--- src/rtl/pixel_stream_tx_if.sv ---
`default_nettype none
// ============================================================================
// Module   : pixel_stream_tx_if
// Brief    : Pixel-memory read port and valid/ready pixel stream bundle.
// Revision : 1.0 - initial release
// ============================================================================
interface pixel_stream_tx_if #(
  parameter int DATA_WIDTH = 8,
  parameter int ADDR_WIDTH = 16
);
  logic                  mem_rd_en;
  logic [ADDR_WIDTH-1:0] mem_addr;
  logic [DATA_WIDTH-1:0] mem_data;
  logic [DATA_WIDTH-1:0] pix_data;
  logic                  pix_valid;
  logic                  pix_ready;
  logic                  pix_sof;
  logic                  pix_eol;
  logic                  pix_eof;

  modport master (
    output mem_rd_en, mem_addr,
    input  mem_data,
    output pix_data, pix_valid, pix_sof, pix_eol, pix_eof,
    input  pix_ready
  );

  modport slave (
    input  mem_rd_en, mem_addr,
    output mem_data,
    input  pix_data, pix_valid, pix_sof, pix_eol, pix_eof,
    output pix_ready
  );
endinterface
`default_nettype wire

--- src/rtl/pixel_stream_tx.sv ---
`default_nettype none
// ============================================================================
// Module   : pixel_stream_tx
// Brief    : Reads one image from pixel memory in raster order and streams it
//            out with SOF/EOL/EOF markers through a 2-entry output buffer.
// Revision : 1.0 - initial release
// ============================================================================
module pixel_stream_tx #(
  parameter int IMG_WIDTH  = 220,
  parameter int IMG_HEIGHT = 220,
  parameter int DATA_WIDTH = 8,
  parameter int ADDR_WIDTH = 16
) (
  input  wire               clk,
  input  wire               rst,
  input  wire               start,
  output logic              busy,
  output logic              done,
  pixel_stream_tx_if.master bus
);
  localparam int c_XW = $clog2(IMG_WIDTH);
  localparam int c_YW = $clog2(IMG_HEIGHT);
  localparam logic [c_XW-1:0]       c_X_LAST    = c_XW'(IMG_WIDTH - 1);
  localparam logic [c_YW-1:0]       c_Y_LAST    = c_YW'(IMG_HEIGHT - 1);
  localparam logic [ADDR_WIDTH-1:0] c_ADDR_LAST = ADDR_WIDTH'(IMG_WIDTH * IMG_HEIGHT - 1);

  typedef enum logic [1:0] {
    S_IDLE   = 2'd0,
    S_STREAM = 2'd1,
    S_DRAIN  = 2'd2,
    S_DONE   = 2'd3
  } state_t;

  state_t                r_state;
  state_t                w_state_nxt;
  logic [ADDR_WIDTH-1:0] r_addr;
  logic                  r_pend;
  logic [c_XW-1:0]       r_x;
  logic [c_YW-1:0]       r_y;
  logic [DATA_WIDTH-1:0] r_fifo_data [2];
  logic [2:0]            r_fifo_mark [2];
  logic                  r_wptr;
  logic                  r_rptr;
  logic [1:0]            r_count;
  logic                  w_valid;
  logic                  w_pop;
  logic                  w_rd_en;
  logic [2:0]            w_level;
  logic [2:0]            w_head_mark;

  assign w_valid     = (r_count != 2'd0);
  assign w_pop       = w_valid & bus.pix_ready;
  assign w_head_mark = r_fifo_mark[r_rptr];

  always_ff @(posedge clk or posedge rst) begin
    if (rst) r_state <= S_IDLE;
    else     r_state <= w_state_nxt;
  end

  // Slots committed after this edge; counting the pop keeps reads flowing at one per cycle.
  always_comb begin
    w_state_nxt = r_state;
    w_rd_en     = 1'b0;
    busy        = 1'b0;
    done        = 1'b0;
    w_level     = {1'b0, r_count} + {2'b00, r_pend} - {2'b00, w_pop};
    case (r_state)
      S_IDLE: begin
        if (start) w_state_nxt = S_STREAM;
      end
      S_STREAM: begin
        busy    = 1'b1;
        w_rd_en = (w_level < 3'd2);
        if (w_rd_en && (r_addr == c_ADDR_LAST)) w_state_nxt = S_DRAIN;
      end
      S_DRAIN: begin
        busy = 1'b1;
        if (w_pop && w_head_mark[0]) w_state_nxt = S_DONE;
      end
      S_DONE: begin
        done        = 1'b1;
        w_state_nxt = S_IDLE;
      end
      default: w_state_nxt = S_IDLE;
    endcase
  end

  always_ff @(posedge clk or posedge rst) begin
    if (rst) begin
      r_addr         <= '0;
      r_pend         <= 1'b0;
      r_x            <= '0;
      r_y            <= '0;
      r_fifo_data[0] <= '0;
      r_fifo_data[1] <= '0;
      r_fifo_mark[0] <= '0;
      r_fifo_mark[1] <= '0;
      r_wptr         <= 1'b0;
      r_rptr         <= 1'b0;
      r_count        <= '0;
    end else begin
      r_pend <= w_rd_en;
      if ((r_state == S_IDLE) && start) begin
        r_addr <= '0;
        r_x    <= '0;
        r_y    <= '0;
      end else begin
        // Address parks on the last pixel once the frame has been fully requested.
        if (w_rd_en && (r_addr != c_ADDR_LAST)) r_addr <= r_addr + 1'b1;
        if (r_pend) begin
          if (r_x == c_X_LAST) begin
            r_x <= '0;
            r_y <= (r_y == c_Y_LAST) ? '0 : r_y + 1'b1;
          end else begin
            r_x <= r_x + 1'b1;
          end
        end
      end
      if (r_pend) begin
        r_fifo_data[r_wptr] <= bus.mem_data;
        r_fifo_mark[r_wptr] <= {(r_x == '0) && (r_y == '0),
                                (r_x == c_X_LAST),
                                (r_x == c_X_LAST) && (r_y == c_Y_LAST)};
        r_wptr              <= ~r_wptr;
      end
      if (w_pop) r_rptr <= ~r_rptr;
      r_count <= r_count + {1'b0, r_pend} - {1'b0, w_pop};
    end
  end

  assign bus.mem_rd_en = w_rd_en;
  assign bus.mem_addr  = r_addr;
  assign bus.pix_valid = w_valid;
  assign bus.pix_data  = w_valid ? r_fifo_data[r_rptr] : '0;
  assign bus.pix_sof   = w_valid & w_head_mark[2];
  assign bus.pix_eol   = w_valid & w_head_mark[1];
  assign bus.pix_eof   = w_valid & w_head_mark[0];
endmodule
`default_nettype wire

--- src/flat_wrapper.sv ---
// flat-port wrapper written by rule: the top's interface ports become plain ports
module pixel_stream_tx_flat 
#(
  parameter int IMG_WIDTH  = 220,
  parameter int IMG_HEIGHT = 220,
  parameter int DATA_WIDTH = 8,
  parameter int ADDR_WIDTH = 16
)
  (clk, rst, start, busy, done, bus_mem_rd_en, bus_mem_addr, bus_mem_data, bus_pix_data, bus_pix_valid, bus_pix_sof, bus_pix_eol, bus_pix_eof, bus_pix_ready);
  pixel_stream_tx_if #(.DATA_WIDTH(DATA_WIDTH), .ADDR_WIDTH(ADDR_WIDTH)) bus_i ();
  input  wire clk;
  input  wire rst;
  input  wire start;
  output logic busy;
  output logic done;
  output wire logic [$bits(bus_i.mem_rd_en)-1:0] bus_mem_rd_en;
  output wire logic [$bits(bus_i.mem_addr)-1:0] bus_mem_addr;
  input wire logic [$bits(bus_i.mem_data)-1:0] bus_mem_data;
  output wire logic [$bits(bus_i.pix_data)-1:0] bus_pix_data;
  output wire logic [$bits(bus_i.pix_valid)-1:0] bus_pix_valid;
  output wire logic [$bits(bus_i.pix_sof)-1:0] bus_pix_sof;
  output wire logic [$bits(bus_i.pix_eol)-1:0] bus_pix_eol;
  output wire logic [$bits(bus_i.pix_eof)-1:0] bus_pix_eof;
  input wire logic [$bits(bus_i.pix_ready)-1:0] bus_pix_ready;
  assign bus_mem_rd_en = bus_i.mem_rd_en;
  assign bus_mem_addr = bus_i.mem_addr;
  assign bus_i.mem_data = bus_mem_data;
  assign bus_pix_data = bus_i.pix_data;
  assign bus_pix_valid = bus_i.pix_valid;
  assign bus_pix_sof = bus_i.pix_sof;
  assign bus_pix_eol = bus_i.pix_eol;
  assign bus_pix_eof = bus_i.pix_eof;
  assign bus_i.pix_ready = bus_pix_ready;
  pixel_stream_tx #(.IMG_WIDTH(IMG_WIDTH), .IMG_HEIGHT(IMG_HEIGHT), .DATA_WIDTH(DATA_WIDTH), .ADDR_WIDTH(ADDR_WIDTH)) u_core (.clk(clk), .rst(rst), .start(start), .busy(busy), .done(done), .bus(bus_i));
endmodule
--- config.mk ---
export PLATFORM = sky130hd
export DESIGN_NAME = pixel_stream_tx_flat
export DESIGN_NICKNAME = d
export VERILOG_FILES = /design/src/rtl/pixel_stream_tx_if.sv /design/src/rtl/pixel_stream_tx.sv /design/src/flat_wrapper.sv
export SDC_FILE = /design/constraint.sdc
export NUM_CORES = 1
export LEC_CHECK = 0
export ABC_CLOCK_PERIOD_IN_PS = 3700
export BUFFER_PORTS_ARGS = -buffer_cell sky130_fd_sc_hd__buf_4
export CORE_ASPECT_RATIO = 1.1
export CORE_MARGIN = 3
export CORE_UTILIZATION = 55
export CTS_BUF_LIST = sky130_fd_sc_hd__clkbuf_2 sky130_fd_sc_hd__clkbuf_4 sky130_fd_sc_hd__clkbuf_8
export CTS_CLUSTER_SIZE = 24
export DETAILED_ROUTE_END_ITERATION = 8
export GPL_TIMING_DRIVEN = 1
export PLACE_DENSITY = 0.77
export SYNTH_ARGS = -nofsm -noshare
export SYNTH_HDL_FRONTEND = slang
export SYNTH_SLANG_ARGS = --single-unit
export TNS_END_PERCENT = 20
--- constraint.sdc ---
create_clock -name clk -period 3.7 [get_ports clk]
set_clock_uncertainty 0.15 [all_clocks]
set_input_delay 0.925 -clock clk [delete_from_list [all_inputs] [get_ports clk]]
set_output_delay 0.925 -clock clk [all_outputs]
set_load 0.02 [all_outputs]
==> results.ini <==
[outcome]
outcome = complete, no violations

[yosys]
synth_top_area_frac = 0.465
synth_top_area_cell = dfrtp_1
yosys-top-cells-area = dfrtp_1, nand2_1, ha_1
synth.net_count = 368
synth_ff_type = dfrtp_1
ys_async_sr_fraction = 1.00
postSynthCellCount = 343
yosysWarnings = 0
syn_area_um2 = 3280
syn_area_per_cell_um2 = 9.56
synth-seq-cells = 61
yosysUniqueCellTypes = 47
synth_edf_count = 0
yosysSeqAreaShare = 0.465

[pwr]
p_switching_mw = 1.14
peakVddDrop_mv = 0.444
seq_power_share = 0.358
finalPower_mw = 2.87
power_frac_comb = 0.440
leakagePower_nw = 1.85
internal_power_mw = 1.73
power.share.switching = 0.397
powerDensity_nw_per_um2 = 729
p_clk_frac = 0.202

[detailed_routing]
routed_wl_um = 6970
detail-route-antenna-nets = 0
wl_per_cell_um = 14.7
firstDrtPassIters = 4
drc = 0
vias = 2705
drt_iter0_drc = 123
viasPerCell = 5.69

[worst_setup_path]
cp_data_arrival_time_ns = 2.56
start_kind = primary input
end_kind = output port
critical_path_class = primary input to output port
cp.required_ns = 2.62
crit_fanout = 2

[floorplan]
core_um2 = 5570
io_pins = 43
start_util = 0.589
fp-row-count = 28
die_h_um = 87.0
die_w_um = 79.6
dieArea_um2 = 6930

[finish]
seq_area_um2 = 1530
layout.cell_area.non_filler_um2 = 3940
instances_no_fill = 475
nNetsFinal = 420
diodes = 0
fill_cells = 439
multiInputGateArea_um2 = 1650
drive_above_1_share = 0.213
final_util = 0.707
area_growth_pct = 20.0

[clock_network]
cts_tree = done
h-tree-depth = 3
cts.reportedPaths.clkPinSlew_ns = 0.07
hold_buffers = 0
numCtsBuffers = 9
clock_latency_ns = 0.33
cts.path.max_buffers = 2
cts_root_buf = clkbuf_8
clock_sinks = 61

[global_routing]
grt_pass1_vias = 2571
grt_remaining_overflow = 0
grt_max_degree = 62
antenna_found_initial = 0
grt_pass1_wl_um = 11900
grt_use_total = 0.216

[sta]
rsz0062_at_grt = false
worst_pin_slew_ns = 0.818
hold_slack_ns = 0.329
fin_crit_sh = 0.982
min_period_ns = 3.63
setup_viol = 0
fmax_mhz = 275
hold_viol = 0
maxSlewViolCount = 0
slew-limit-headroom = 0.448

[placed_design]
place_area_um2 = 3730
place_inst = 459
gp_congestion = 0.824
numPortBuffers = 42
hpwl_um = 4900

[worst_hold_path]
hold_class = flop to flop

[run]
cap_violations = 0

==> cells by family (layout without fill, tap and decap cells) <==
| family | count (synthesis) | count (layout) | share of synthesized area |
|---|---|---|---|
| muxes | 23 | 23 | 0.0733 |
| DFF | 61 | 61 | 0.465 |
| AOI/OAI and AO/OA | 61 | 61 | 0.118 |
| xor gates and xnor gates | 10 | 10 | 0.0290 |
| adders and majority gates | 13 | 13 | 0.0519 |
| buffers and inverters | 30 | 87 | 0.0355 |
| and+or+nand+nor | 145 | 145 | 0.227 |
==> power by group through the flow <==
| stage | combinational [mW] | clock [mW] | sequential [mW] |
|---|---|---|---|
| floorplan | 0.818 | 0 | 0.991 |
| global placement | 1.21 | 0 | 1.03 |
| detailed placement | 1.25 | 0 | 1.03 |
| CTS | 1.26 | 0.588 | 1.03 |
| global route | 1.40 | 0.624 | 1.06 |
| finish | 1.26 | 0.580 | 1.03 |
==> placed cells by master, fill, tap and decap left out, drive strengths merged, types with 2 or more instances in the layout <==
cell / netlist / final
a21oi: 18 / 18
dfrtp: 61 / 61
or3: 6 / 6
a31oi: 2 / 2
nor2: 28 / 28
ha: 12 / 12
inv: 18 / 18
and2: 2 / 2
nor4b: 5 / 5
buf: 4 / 52
clkinvlp: 0 / 2
xor2: 3 / 3
nand3: 14 / 14
o311a: 2 / 2
and3: 2 / 2
nand2b: 6 / 6
o31ai: 9 / 9
o311ai: 3 / 3
nand4: 11 / 11
nand3b: 2 / 2
a41o: 2 / 2
and4: 4 / 4
nor4: 5 / 5
mux2: 8 / 8
o21ai: 17 / 17
a211oi: 2 / 2
or4: 7 / 7
nand2: 49 / 49
clkbuf: 7 / 10
xnor2: 7 / 7
clkinv: 1 / 4
o41ai: 3 / 3
mux2i: 15 / 15
==> final cells by class <==
cell class / instances / area share
flip-flops and latches: 61 / 0.388
clock inverters: 6 / 0.0162
repair buffers: 52 / 0.102
well taps: 75 / 0.0238
clock buffers: 10 / 0.0334
inverters: 19 / 0.0184
multi-input cells: 252 / 0.418
==> timing repair <==
item / CTS / global route
gates resized for setup: 3 / 1
endpoints found under the hold margin: 0 / 0
buffers inserted: 0 / 0
setup endpoints to repair: 1 / 1
pin swaps: 0 / 1
==> worst paths after layout <==
check	startpoint	end	slack, ns	depth (start not counted)
worst max-delay path	bus_pix_ready	bus_mem_rd_en	0.07	11
worst min-delay path	u_core.r_fifo_data[12]$_DFFE_PP0P_	u_core.r_fifo_data[12]$_DFFE_PP0P_	0.33	2
worst max register to register	u_core.r_count[1]$_DFF_PP0_	u_core.bus.mem_addr[8]$_DFFE_PP0P_	0.70	11
worst min register to register	u_core.r_fifo_data[12]$_DFFE_PP0P_	u_core.r_fifo_data[12]$_DFFE_PP0P_	0.33	2
max in group asynchronous	rst	u_core.r_fifo_data[10]$_DFFE_PP0P_	2.62	3
min in group asynchronous	rst	u_core.r_state[1]$_DFFE_PP0P_	0.49	3
==> cell usage after synthesis (2+ instances only) <==
cell type,number
nor2_1,28
o311ai_0,2
o21ai_0,16
nand3b_1,2
mux2i_1,15
clkbuf_1,7
or4_1,7
a21oi_1,18
dfrtp_1,61
inv_1,18
ha_1,12
a31oi_1,2
o41ai_1,3
nand3_1,13
o311a_1,2
and4_1,4
and3_1,2
nor4b_1,5
buf_2,3
nand2_1,49
mux2_2,8
xnor2_1,7
nand4_1,10
a41o_1,2
nand2b_1,6
o31ai_1,9
or3_1,6
nor4_1,5
xor2_1,2
a211oi_1,2
==> worst max-delay path, cell delays in order <==
cell and delay [ns]:
buf_4 0.12, o21ai_2 0.05, inv_1 0.06, ha_1 0.27
inv_1 0.04, ha_2 0.18, fa_2 0.53, inv_1 0.06
nand3_2 0.10, clkinv_2 0.07, buf_4 0.15
==> stage by stage <==
step | worst slack (ns) | setup TNS, ns
floorplan | 0.0501 | 0
global placement | -0.0254 | -0.0254
detailed placement | -0.0684 | -0.0684
CTS | 0.0118 | 0
global route | 0.00987 | 0
finish | 0.0679 | 0
==> per-layer routing <==
layer | vias up | wire [µm] | track usage
li1 | 1347 | - | -
met1 | 1299 | 3190 | 0.289
met2 | 53 | 3430 | 0.359
met3 | 6 | 283 | 0.0404
met4 | 0 | 63 | 0.0656
met5 | - | 0 | 0
==> flip-flops by register name, indices dropped and copies added, names as in the netlist <==
| name | cells |
|---|---|
| u_core.bus.mem_addr | 16 |
| u_core.r_count | 2 |
| u_core.r_fifo_data | 16 |
| u_core.r_fifo_mark | 6 |
| u_core.r_pend | 1 |
| u_core.r_rptr | 1 |
| u_core.r_state | 2 |
| u_core.r_wptr | 1 |
| u_core.r_x | 8 |
| u_core.r_y | 8 |
(Power assumes the default switching activity.)
